$ cat config.mk
export PLATFORM = sky130hd
export DESIGN_NAME = id_hazard_ctrl_flat
export DESIGN_NICKNAME = d
export VERILOG_FILES = /design/src/rtl/id_hazard_ctrl_pkg.sv /design/src/rtl/id_hazard_ctrl_if.sv /design/src/rtl/id_hazard_ctrl_hz_detect.sv /design/src/rtl/id_hazard_ctrl.sv /design/src/flat_wrapper.sv
export SDC_FILE = /design/constraint.sdc
export NUM_CORES = 1
export LEC_CHECK = 0
export BUFFER_PORTS_ARGS = -buffer_cell sky130_fd_sc_hd__buf_2
export CORE_ASPECT_RATIO = 1.2
export CORE_MARGIN = 1.5
export CORE_UTILIZATION = 38
export CTS_CLUSTER_DIAMETER = 40
export CTS_CLUSTER_SIZE = 14
export DETAILED_ROUTE_END_ITERATION = 7
export PLACE_DENSITY = 0.84
export SETUP_SLACK_MARGIN = 0.5
export SKIP_LAST_GASP = 1
export SLEW_MARGIN = 25
export SYNTH_ARGS = -nofsm -noshare
export SYNTH_HDL_FRONTEND = slang
export SYNTH_SLANG_ARGS = --single-unit
$ cat constraint.sdc
create_clock -name clkHZ -period 1.9 [get_ports clkHZ]
set_input_delay 0.285 -clock clkHZ [delete_from_list [all_inputs] [get_ports clkHZ]]
set_output_delay 0.285 -clock clkHZ [all_outputs]
set_load 0.02 [all_outputs]
$ cat src/rtl/id_hazard_ctrl_pkg.sv
// -----------------------------------------------------------------------------
// id_hazard_ctrl_pkg
// Shared pipeline constants for the decode-stage hazard controller.
//   - Control bundle widths (WB/MEM/EX) and the register specifier width.
//   - Bit position of MemRead inside the MEM control bundle.
//   - Hazard FSM state encodings (plain localparams plus a matching enum for
//     debug viewing).
// Optional feature macro used by the top: HAZ_STATS_EN.
// -----------------------------------------------------------------------------
package id_hazard_ctrl_pkg;

    localparam int WB_W        = 2;
    localparam int M_W         = 3;
    localparam int EX_W        = 5;
    localparam int REG_W       = 5;
    localparam int MEMREAD_BIT = 1;

    localparam logic [1:0] ST_RUN     = 2'd0;
    localparam logic [1:0] ST_LDSTALL = 2'd1;
    localparam logic [1:0] ST_JFLUSH  = 2'd2;

    typedef enum logic [1:0] {
        RUN     = ST_RUN,
        LDSTALL = ST_LDSTALL,
        JFLUSH  = ST_JFLUSH
    } hz_state_e;

endpackage : id_hazard_ctrl_pkg

$ cat src/rtl/id_hazard_ctrl_if.sv
// -----------------------------------------------------------------------------
// id_hazard_ctrl_if
// Bundle between the ID-stage decoder / ID/EX register and the hazard
// controller.
//   master : the ID-stage side; drives decoded control, IF/ID register fields
//            and the ID/EX feedback, receives the gated bundle and enables.
//   slave  : the hazard controller.
// Signals:
//   WB1/M1/EX/jump_in      decoded control from ID
//   idRs/idRt/idUsesRt     source operands of the instruction in ID
//   exMemRead/exRt/exJump  ID/EX registered MemRead, rt, jump
//   WB1_o/M1_o/EX_o/jump_o gated control into ID/EX
//   pc_write/ifid_write    PC and IF/ID load enables
//   ifid_flush             IF/ID clear to NOP
//   bubble                 the ID/EX input this cycle is a bubble
//   state_dbg              current hazard FSM state (see id_hazard_ctrl_pkg)
// Handshake: there is no valid/ready pairing here; every signal is a
// level that is valid in every cycle, and the gated outputs are combinational
// from the inputs and the registered FSM state within the same cycle.
// -----------------------------------------------------------------------------
interface id_hazard_ctrl_if;
    import id_hazard_ctrl_pkg::*;

    logic [WB_W-1:0]  WB1;
    logic [M_W-1:0]   M1;
    logic [EX_W-1:0]  EX;
    logic             jump_in;
    logic [REG_W-1:0] idRs;
    logic [REG_W-1:0] idRt;
    logic             idUsesRt;
    logic             exMemRead;
    logic [REG_W-1:0] exRt;
    logic             exJump;

    logic [WB_W-1:0]  WB1_o;
    logic [M_W-1:0]   M1_o;
    logic [EX_W-1:0]  EX_o;
    logic             jump_o;
    logic             pc_write;
    logic             ifid_write;
    logic             ifid_flush;
    logic             bubble;
    logic [1:0]       state_dbg;

    modport master (
        output WB1, M1, EX, jump_in, idRs, idRt, idUsesRt,
               exMemRead, exRt, exJump,
        input  WB1_o, M1_o, EX_o, jump_o, pc_write, ifid_write,
               ifid_flush, bubble, state_dbg
    );

    modport slave (
        input  WB1, M1, EX, jump_in, idRs, idRt, idUsesRt,
               exMemRead, exRt, exJump,
        output WB1_o, M1_o, EX_o, jump_o, pc_write, ifid_write,
               ifid_flush, bubble, state_dbg
    );

endinterface : id_hazard_ctrl_if

$ cat src/rtl/id_hazard_ctrl_hz_detect.sv
// -----------------------------------------------------------------------------
// hz_detect
// Purely combinational load-use comparator.
//   exMemRead, exRt : load currently in ID/EX and its destination rt
//   idRs, idRt      : source operands of the instruction in ID
//   idUsesRt        : the ID instruction actually reads rt
//   hz              : the ID instruction needs a value the load has not
//                     produced yet
// -----------------------------------------------------------------------------
module hz_detect
    import id_hazard_ctrl_pkg::*;
(
    input  logic             exMemRead,
    input  logic [REG_W-1:0] exRt,
    input  logic [REG_W-1:0] idRs,
    input  logic [REG_W-1:0] idRt,
    input  logic             idUsesRt,
    output logic             hz
);

    logic rs_match;
    logic rt_match;

    // $zero is never a real destination, so it can never create a hazard.
    assign rs_match = (exRt == idRs);
    assign rt_match = idUsesRt && (exRt == idRt);
    assign hz       = exMemRead && (exRt != '0) && (rs_match || rt_match);

endmodule : hz_detect

$ cat src/rtl/id_hazard_ctrl.sv
// -----------------------------------------------------------------------------
// id_hazard_ctrl
// Decode-stage hazard controller on the write side of the ID/EX register.
// Turns the ID control bundle into bubbles, holds PC and IF/ID on load-use
// hazards, and flushes IF/ID for jumps resolved in EX. A small FSM stretches
// stalls and flushes to LOAD_STALL_CYCLES / JUMP_BUBBLES cycles.
// Ports:
//   clkHZ      rising-edge clock
//   rstHZ      asynchronous active-high reset; while high the block drives
//              a bubble, holds PC/IF/ID and requests an IF/ID flush
//   hz_if      id_hazard_ctrl_if.slave (control in, gated control out)
//   stall_cnt  (HAZ_STATS_EN only) saturating count of cycles with
//              pc_write=0 outside reset
//   flush_cnt  (HAZ_STATS_EN only) saturating count of cycles with
//              ifid_flush=1 outside reset
// Parameters:
//   LOAD_STALL_CYCLES  hold cycles per load-use hazard (1..7)
//   JUMP_BUBBLES       flush cycles per taken jump (1..3)
// Optional feature macro: HAZ_STATS_EN.
// -----------------------------------------------------------------------------
module id_hazard_ctrl
    import id_hazard_ctrl_pkg::*;
#(
    parameter int unsigned LOAD_STALL_CYCLES = 1,
    parameter int unsigned JUMP_BUBBLES      = 1
) (
    input  logic            clkHZ,
    input  logic            rstHZ,
`ifdef HAZ_STATS_EN
    output logic [15:0]     stall_cnt,
    output logic [15:0]     flush_cnt,
`endif
    id_hazard_ctrl_if.slave hz_if
);

    // The cycle that enters a stall/flush is itself the first of the run,
    // so the counter is loaded with the remaining cycles.
    localparam logic [2:0] LS_LOAD = 3'(LOAD_STALL_CYCLES - 1);
    localparam logic [2:0] JB_LOAD = 3'(JUMP_BUBBLES - 1);

    logic [1:0] state_q, state_d;
    logic [2:0] cnt_q,   cnt_d;

    logic hz;
    logic do_bubble;
    logic do_hold;
    logic do_flush;

    hz_detect u_hz_detect (
        .exMemRead (hz_if.exMemRead),
        .exRt      (hz_if.exRt),
        .idRs      (hz_if.idRs),
        .idRt      (hz_if.idRt),
        .idUsesRt  (hz_if.idUsesRt),
        .hz        (hz)
    );

    // Priority: ongoing jump flush, then a new jump (which also aborts a load
    // stall), then an ongoing load stall, then a fresh hazard. During a flush
    // the IF/ID contents are being discarded, so hz is deliberately ignored.
    always_comb begin
        state_d   = state_q;
        cnt_d     = cnt_q;
        do_bubble = 1'b0;
        do_hold   = 1'b0;
        do_flush  = 1'b0;

        if (state_q == ST_JFLUSH) begin
            do_bubble = 1'b1;
            do_flush  = 1'b1;
            cnt_d     = cnt_q - 3'd1;
            if (cnt_q <= 3'd1) begin
                state_d = ST_RUN;
                cnt_d   = 3'd0;
            end
        end else if (hz_if.exJump) begin
            do_bubble = 1'b1;
            do_flush  = 1'b1;
            if (JUMP_BUBBLES > 1) begin
                state_d = ST_JFLUSH;
                cnt_d   = JB_LOAD;
            end else begin
                state_d = ST_RUN;
                cnt_d   = 3'd0;
            end
        end else if (state_q == ST_LDSTALL) begin
            do_bubble = 1'b1;
            do_hold   = 1'b1;
            cnt_d     = cnt_q - 3'd1;
            if (cnt_q <= 3'd1) begin
                state_d = ST_RUN;
                cnt_d   = 3'd0;
            end
        end else if (hz) begin
            do_bubble = 1'b1;
            do_hold   = 1'b1;
            if (LOAD_STALL_CYCLES > 1) begin
                state_d = ST_LDSTALL;
                cnt_d   = LS_LOAD;
            end
        end
    end

    // Reset overrides everything combinationally so the pipeline is frozen
    // and flushed for as long as rstHZ is high, not just from the next edge.
    always_comb begin
        if (rstHZ) begin
            hz_if.WB1_o      = '0;
            hz_if.M1_o       = '0;
            hz_if.EX_o       = '0;
            hz_if.jump_o     = 1'b0;
            hz_if.bubble     = 1'b1;
            hz_if.pc_write   = 1'b0;
            hz_if.ifid_write = 1'b0;
            hz_if.ifid_flush = 1'b1;
        end else begin
            hz_if.WB1_o      = do_bubble ? '0   : hz_if.WB1;
            hz_if.M1_o       = do_bubble ? '0   : hz_if.M1;
            hz_if.EX_o       = do_bubble ? '0   : hz_if.EX;
            hz_if.jump_o     = do_bubble ? 1'b0 : hz_if.jump_in;
            hz_if.bubble     = do_bubble;
            hz_if.pc_write   = !do_hold;
            hz_if.ifid_write = !do_hold;
            hz_if.ifid_flush = do_flush;
        end
    end

    assign hz_if.state_dbg = state_q;

    always_ff @(posedge clkHZ or posedge rstHZ) begin
        if (rstHZ) begin
            state_q <= ST_RUN;
            cnt_q   <= 3'd0;
        end else begin
            state_q <= state_d;
            cnt_q   <= cnt_d;
        end
    end

`ifdef HAZ_STATS_EN
    logic [15:0] stall_cnt_q, stall_cnt_d;
    logic [15:0] flush_cnt_q, flush_cnt_d;

    always_comb begin
        stall_cnt_d = stall_cnt_q;
        flush_cnt_d = flush_cnt_q;
        if (!hz_if.pc_write && (stall_cnt_q != 16'hFFFF)) begin
            stall_cnt_d = stall_cnt_q + 16'd1;
        end
        if (hz_if.ifid_flush && (flush_cnt_q != 16'hFFFF)) begin
            flush_cnt_d = flush_cnt_q + 16'd1;
        end
    end

    always_ff @(posedge clkHZ or posedge rstHZ) begin
        if (rstHZ) begin
            stall_cnt_q <= 16'd0;
            flush_cnt_q <= 16'd0;
        end else begin
            stall_cnt_q <= stall_cnt_d;
            flush_cnt_q <= flush_cnt_d;
        end
    end

    assign stall_cnt = stall_cnt_q;
    assign flush_cnt = flush_cnt_q;
`endif

endmodule : id_hazard_ctrl

$ cat src/flat_wrapper.sv
// flat-port wrapper written by rule: the top's interface ports become plain ports
module id_hazard_ctrl_flat import id_hazard_ctrl_pkg::*;
#(
    parameter int unsigned LOAD_STALL_CYCLES = 1,
    parameter int unsigned JUMP_BUBBLES      = 1
)
  (clkHZ, rstHZ, hz_if_WB1, hz_if_M1, hz_if_EX, hz_if_jump_in, hz_if_idRs, hz_if_idRt, hz_if_idUsesRt, hz_if_exMemRead, hz_if_exRt, hz_if_exJump, hz_if_WB1_o, hz_if_M1_o, hz_if_EX_o, hz_if_jump_o, hz_if_pc_write, hz_if_ifid_write, hz_if_ifid_flush, hz_if_bubble, hz_if_state_dbg);
  id_hazard_ctrl_if hz_if_i ();
  input  logic clkHZ;
  input  logic rstHZ;
  input wire logic [$bits(hz_if_i.WB1)-1:0] hz_if_WB1;
  input wire logic [$bits(hz_if_i.M1)-1:0] hz_if_M1;
  input wire logic [$bits(hz_if_i.EX)-1:0] hz_if_EX;
  input wire logic [$bits(hz_if_i.jump_in)-1:0] hz_if_jump_in;
  input wire logic [$bits(hz_if_i.idRs)-1:0] hz_if_idRs;
  input wire logic [$bits(hz_if_i.idRt)-1:0] hz_if_idRt;
  input wire logic [$bits(hz_if_i.idUsesRt)-1:0] hz_if_idUsesRt;
  input wire logic [$bits(hz_if_i.exMemRead)-1:0] hz_if_exMemRead;
  input wire logic [$bits(hz_if_i.exRt)-1:0] hz_if_exRt;
  input wire logic [$bits(hz_if_i.exJump)-1:0] hz_if_exJump;
  output wire logic [$bits(hz_if_i.WB1_o)-1:0] hz_if_WB1_o;
  output wire logic [$bits(hz_if_i.M1_o)-1:0] hz_if_M1_o;
  output wire logic [$bits(hz_if_i.EX_o)-1:0] hz_if_EX_o;
  output wire logic [$bits(hz_if_i.jump_o)-1:0] hz_if_jump_o;
  output wire logic [$bits(hz_if_i.pc_write)-1:0] hz_if_pc_write;
  output wire logic [$bits(hz_if_i.ifid_write)-1:0] hz_if_ifid_write;
  output wire logic [$bits(hz_if_i.ifid_flush)-1:0] hz_if_ifid_flush;
  output wire logic [$bits(hz_if_i.bubble)-1:0] hz_if_bubble;
  output wire logic [$bits(hz_if_i.state_dbg)-1:0] hz_if_state_dbg;
  assign hz_if_i.WB1 = hz_if_WB1;
  assign hz_if_i.M1 = hz_if_M1;
  assign hz_if_i.EX = hz_if_EX;
  assign hz_if_i.jump_in = hz_if_jump_in;
  assign hz_if_i.idRs = hz_if_idRs;
  assign hz_if_i.idRt = hz_if_idRt;
  assign hz_if_i.idUsesRt = hz_if_idUsesRt;
  assign hz_if_i.exMemRead = hz_if_exMemRead;
  assign hz_if_i.exRt = hz_if_exRt;
  assign hz_if_i.exJump = hz_if_exJump;
  assign hz_if_WB1_o = hz_if_i.WB1_o;
  assign hz_if_M1_o = hz_if_i.M1_o;
  assign hz_if_EX_o = hz_if_i.EX_o;
  assign hz_if_jump_o = hz_if_i.jump_o;
  assign hz_if_pc_write = hz_if_i.pc_write;
  assign hz_if_ifid_write = hz_if_i.ifid_write;
  assign hz_if_ifid_flush = hz_if_i.ifid_flush;
  assign hz_if_bubble = hz_if_i.bubble;
  assign hz_if_state_dbg = hz_if_i.state_dbg;
  id_hazard_ctrl #(.LOAD_STALL_CYCLES(LOAD_STALL_CYCLES), .JUMP_BUBBLES(JUMP_BUBBLES)) u_core (.clkHZ(clkHZ), .rstHZ(rstHZ), .hz_if(hz_if_i));
endmodule
Yosys cells after proc, flatten, opt, wreduce, memory -nomap -nowiden
Index checks and enable logic that the tools add are counted.
{"block": "word_totals", "reg_bits": 5, "in_bits": 31, "wordCells": 42}
{"block": "op_classes", "add_sub_neg": 1, "order_cmp": 1, "eq_ne": 4, "muxes": 27, "reduce_logical": 7}
{"operator": "$mux 3", "n": 6}
{"operator": "$mux 1", "n": 13}
{"operator": "$mux 2", "n": 6}
{"operator": "$eq 5x5->1", "n": 2}
{"operator": "$mux 5", "n": 2}
{"operator": "$reduce_bool 5->1", "n": 1}
{"operator": "$le 3x1->1 const B", "n": 1}
{"operator": "$logic_and 1x1->1", "n": 3}
{"operator": "$reduce_bool 3->1", "n": 1}
{"operator": "$sub 3x1->3 const B", "n": 1}
{"operator": "$eq 2x1->1 const B", "n": 1}
{"operator": "$eq 2x2->1 const B", "n": 1}
{"operator": "$logic_not 1->1", "n": 1}
{"operator": "$logic_or 1x1->1", "n": 1}

Logic depth before layout (Yosys ltp)
{"block": "logic_depth", "depth_word": 10, "ltp_mapped": 7, "depth_no_buf": 7}

By module
Synthesis repeated with hierarchy kept, for this count alone.
{"block": "hier_totals", "cells_unflattened": 77, "area_unflattened_um2": 625.6}
{"mod": "id_hazard_ctrl", "instances": 1, "cells_per_inst": 60, "area_per_inst_um2": 493.0, "seq_area_each_um2": 125.1}
{"mod": "hz_detect", "instances": 1, "cells_per_inst": 17, "area_per_inst_um2": 132.6, "seq_area_each_um2": 0.0}

Least setup slack after synthesis
No wires, ideal clock.
{"block": "synth_timing", "kind": "in2out", "startpoint": "in hz_if_exRt[4]", "endpoint": "out hz_if_pc_write", "arrival_time_ns": 1.896, "required_time_ns": 1.615, "path_slack_ns": -0.281, "cell_stages": 5, "path_cell_list": "or4_4 -> o21ai_2 -> a2111oi_0 -> a211oi_1 -> buf_4"}
{"block": "synth_via", "elab_chain_len": 10}
{"element": "start, declared", "line_no": "flat_wrapper.sv:19", "source": "input wire logic [$bits(hz_if_i.exRt)-1:0] hz_if_exRt;"}
{"element": "$eq 5x5->1", "line_no": "id_hazard_ctrl_hz_detect.sv:26", "source": "assign rt_match = idUsesRt && (exRt == idRt);"}
{"element": "$logic_and 1x1->1", "line_no": "id_hazard_ctrl_hz_detect.sv:26"}
{"element": "$logic_or 1x1->1", "line_no": "id_hazard_ctrl_hz_detect.sv:27", "source": "assign hz = exMemRead && (exRt != '0) && (rs_match || rt_match);"}
{"element": "$logic_and 1x1->1 (*)", "line_no": "id_hazard_ctrl_hz_detect.sv:27"}
{"element": "$mux 1 (*)", "line_no": "id_hazard_ctrl.sv:94", "source": "end else if (hz) begin"}
{"element": "$mux 1 (*)", "line_no": "id_hazard_ctrl.sv:86", "source": "end else if (state_q == ST_LDSTALL) begin"}
{"element": "$mux 1 (*)", "line_no": "id_hazard_ctrl.sv:76", "source": "end else if (hz_if.exJump) begin"}
{"element": "$mux 1 (*)", "line_no": "id_hazard_ctrl.sv:68", "source": "if (state_q == ST_JFLUSH) begin"}
{"element": "$logic_not 1->1 (*)"}
{"element": "$mux 1 (*)"}
{"element": "end, declared", "line_no": "flat_wrapper.sv:25", "source": "output wire logic [$bits(hz_if_i.pc_write)-1:0] hz_if_pc_write;"}
Mark *: on every way between the ends. The rest lies on a longest branch, timed or not.

Final worst setup path
{"block": "layout_timing", "startpoint": "in hz_if_exRt[4]", "endpoint": "out hz_if_M1_o[1]"}
{"block": "layout_via", "elab_chain_len": 10}
{"element": "$eq 5x5->1", "line_no": "id_hazard_ctrl_hz_detect.sv:26"}
{"element": "$logic_and 1x1->1", "line_no": "id_hazard_ctrl_hz_detect.sv:26"}
{"element": "$logic_or 1x1->1", "line_no": "id_hazard_ctrl_hz_detect.sv:27"}
{"element": "$logic_and 1x1->1 (*)", "line_no": "id_hazard_ctrl_hz_detect.sv:27"}
{"element": "$mux 1 (*)", "line_no": "id_hazard_ctrl.sv:94"}
{"element": "$mux 1 (*)", "line_no": "id_hazard_ctrl.sv:86"}
{"element": "$mux 1 (*)", "line_no": "id_hazard_ctrl.sv:76"}
{"element": "$mux 1 (*)", "line_no": "id_hazard_ctrl.sv:68"}
{"element": "$mux 3 (*)", "line_no": "id_hazard_ctrl.sv:118", "source": "hz_if.M1_o = do_bubble ? '0 : hz_if.M1;"}
{"element": "$mux 3 (*)", "line_no": "id_hazard_ctrl.sv:107", "source": "if (rstHZ) begin"}
{"element": "end, declared", "line_no": "flat_wrapper.sv:22", "source": "output wire logic [$bits(hz_if_i.M1_o)-1:0] hz_if_M1_o;"}
Marked as above.

==> flow_summary.ini <==
[setup_path]
critPathArrivalTime_ns = 1.64
cp-start-kind = primary input
timing.rr.end = u_core.cnt_q[1]
endpoint_kind = primary output
crit_type = primary input to primary output
endpoint = hz_if_M1_o[1]
rrSetupSlack_ns = 0.48
cp_max_fo = 12
reg2reg_depth = 6
r2r-start = u_core.cnt_q[0]
cp-startpoint = hz_if_exRt[4]
crit_required_ns = 1.62

[timing]
clock-skew-final_ns = 0.00147
fin_hold_ws_ns = 0.0427
rsz0062_at_grt = true
slew_violations = 0
max_freq_mhz = 520
period_needed_ns = 1.92
slew_headroom_pct = 78.5
setup_viol = 13
fin_crit_sh_pct = 101
tightest_slew_ns = 0.322
hold_viol_final = 0
layout_setup_ws_ns = -0.0214

[floorplan]
rows = 15
pin_count = 48
coreArea_um2 = 1480
start_util_pct = 41.7
die_h_um = 47.2
dieArea_um2 = 1880
die-width_um = 39.8

[detailed_routing]
num_vias = 785
remaining_drc_errors = 0
antenna_left = 0
finalWirelength_um = 1930
firstDrtPassIters = 4
drt-initial-drc-count = 9
viasPerCell = 5.13
avgRoutedWirePerCell_um = 12.6

[power]
power_mw = 0.381
powerDensity_nw_per_um2 = 359
vdd_drop_max_v = 0.000220
p_leak_nw = 0.535

[flow_run]
max-cap-violations = 0

[grt]
antenna_found_initial = 0
grt_pass1_vias = 704
grt_use_total_pct = 21.4
grt_max_degree = 13
grt_pass1_wl_um = 2750
grt_overflow = 0

[clock_network]
root_buffer = clkbuf_4
cts_tree = built
postCtsHoldBufs = 0
cts_made_buffers = 3
clk_latency_ns = 0.25
clock-sinks = 5
cts_buffer_depth = 2
cts.htree.levels = 1
clkTransAtPathRegs_ns = 0.04

[layout]
layout_common_cells = buf_2 (43), buf_4 (15), and2_4 (11)
n_fill_cell = 119
regArea_um2 = 128
fin_area_um2 = 1060
diodes = 0
final_common_cell = buf_2
nets = 170
multi_input_area_um2 = 507
layout-drive-gt1-share_pct = 66.2
area_growth_pct = 71.7

[place]
globalplace.congestion = 0.728
hpwl_um = 1420
placed_area_um2 = 928
port_buffers = 47

[yosys]
synthTopCellsByArea = dfrtp_1 (20%), and2_4 (13%), xor2_1 (13%)
ys_types = 30
netlist_area_um2 = 618
ys_seq_elements = 5
synth_top_area_cell = dfrtp_1
syn_avg_cell_area_um2 = 8.13
ys.flop_type = dfrtp_1
synth_warnings = 0
seq_area_frac_synth_pct = 20.2
async_reset_ff_share_pct = 100
synth-edff-count = 0
synth_cells = 76
synth_nets = 109
synth_top_cell_area_share_pct = 20.2

[outcome]
status = finished with violations
violations = setup timing

[min_path]
hold_path_class = primary input to asynchronous set/reset pin
-- sequential cells by signal, summed over array words and instances, names as in the netlist --
signal	cells
u_core.cnt_q	3
u_core.hz_if.state_dbg	2
-- cell type report --
class	count	share of cell area [%]
inverter	7	2.71
tap	17	2.00
sequential	5	12.0
clock buffer	4	2.48
multi-input combinational	60	47.8
timing repair buffer	60	33.0
-- synthesized netlist by cell type (2+ instances only) --
cell,number
xor2_1,9
inv_1,6
nor2_1,6
and2_2,2
dfrtp_1,5
xnor2_1,2
nand2_1,5
a21oi_1,4
clkbuf_1,2
o32ai_1,3
a22oi_1,2
and2_4,9
ha_1,2
o21ai_0,3
-- worst max-delay path: stages --
cell,delay [ns]
buf_6,0.10
or4_4,0.54
o21ai_4,0.17
o21a_4,0.23
and2_4,0.16
buf_2,0.16
-- logic make-up (layout without fill, tap and decap cells) --
| logic type | after synthesis | count (layout) | share of synthesized area [%] |
|---|---|---|---|
| AND/OR/NAND/NOR | 27 | 27 | 28.3 |
| XOR/XNOR | 11 | 11 | 15.6 |
| AO/OA/AOI/OAI | 20 | 20 | 23.3 |
| adder cells (fa/ha/maj) | 2 | 2 | 4.05 |
| flip-flops | 5 | 5 | 20.2 |
| buffers and inverters | 11 | 71 | 8.50 |
-- per-layer routing --
| layer | GRT usage [%] | wire (µm) | vias to the layer above |
|---|---|---|---|
| met5 | 0 | 0 | - |
| met4 | 9.66 | 22 | 0 |
| met3 | 1.90 | 136 | 2 |
| met2 | 42.0 | 1050 | 45 |
| met1 | 22.1 | 726 | 355 |
| li1 | - | - | 383 |
-- timing repair --
item                                    in CTS  in global routing
setup buffers                                6                  0
resized for setup                            9                  7
endpoints found under the setup margin      18                 19
pin swaps                                    4                  3
hold endpoints to repair                     0                  0
-- worst min path at each step --
stage	start	end	slack (ns)	cells past startpoint
global route	rstHZ	u_core.hz_if.state_dbg[1]	0.06	3
global placement	rstHZ	u_core.cnt_q[2]	0.30	3
finish	rstHZ	u_core.hz_if.state_dbg[1]	0.04	3
CTS	rstHZ	u_core.hz_if.state_dbg[1]	0.05	3
detailed placement	rstHZ	u_core.hz_if.state_dbg[1]	0.31	3
floorplan	rstHZ	u_core.cnt_q[0]	0.08	1
-- stage by stage --
step                      setup slack [ns]  setup TNS (ns)  util (%)  instances
after floorplan                     0.0224               0         -         76
after CTS                         -0.00600         -0.0118      69.7        153
final                              -0.0214          -0.163      71.6        153
after global placement             -0.0538          -0.525      62.6        143
after global routing               -0.0785          -0.875      71.6        153
after detailed placement           -0.0882          -0.929      62.6        143
-- report_power, final --
part           leakage [nW]  internal, mW  total [mW]  switching [mW]
Clock                0.0150        0.0797       0.127          0.0477
Combinational         0.453        0.0745       0.147          0.0727
Sequential           0.0665         0.107       0.107               0
No activity file was read; power rests on OpenSTA's default activity.
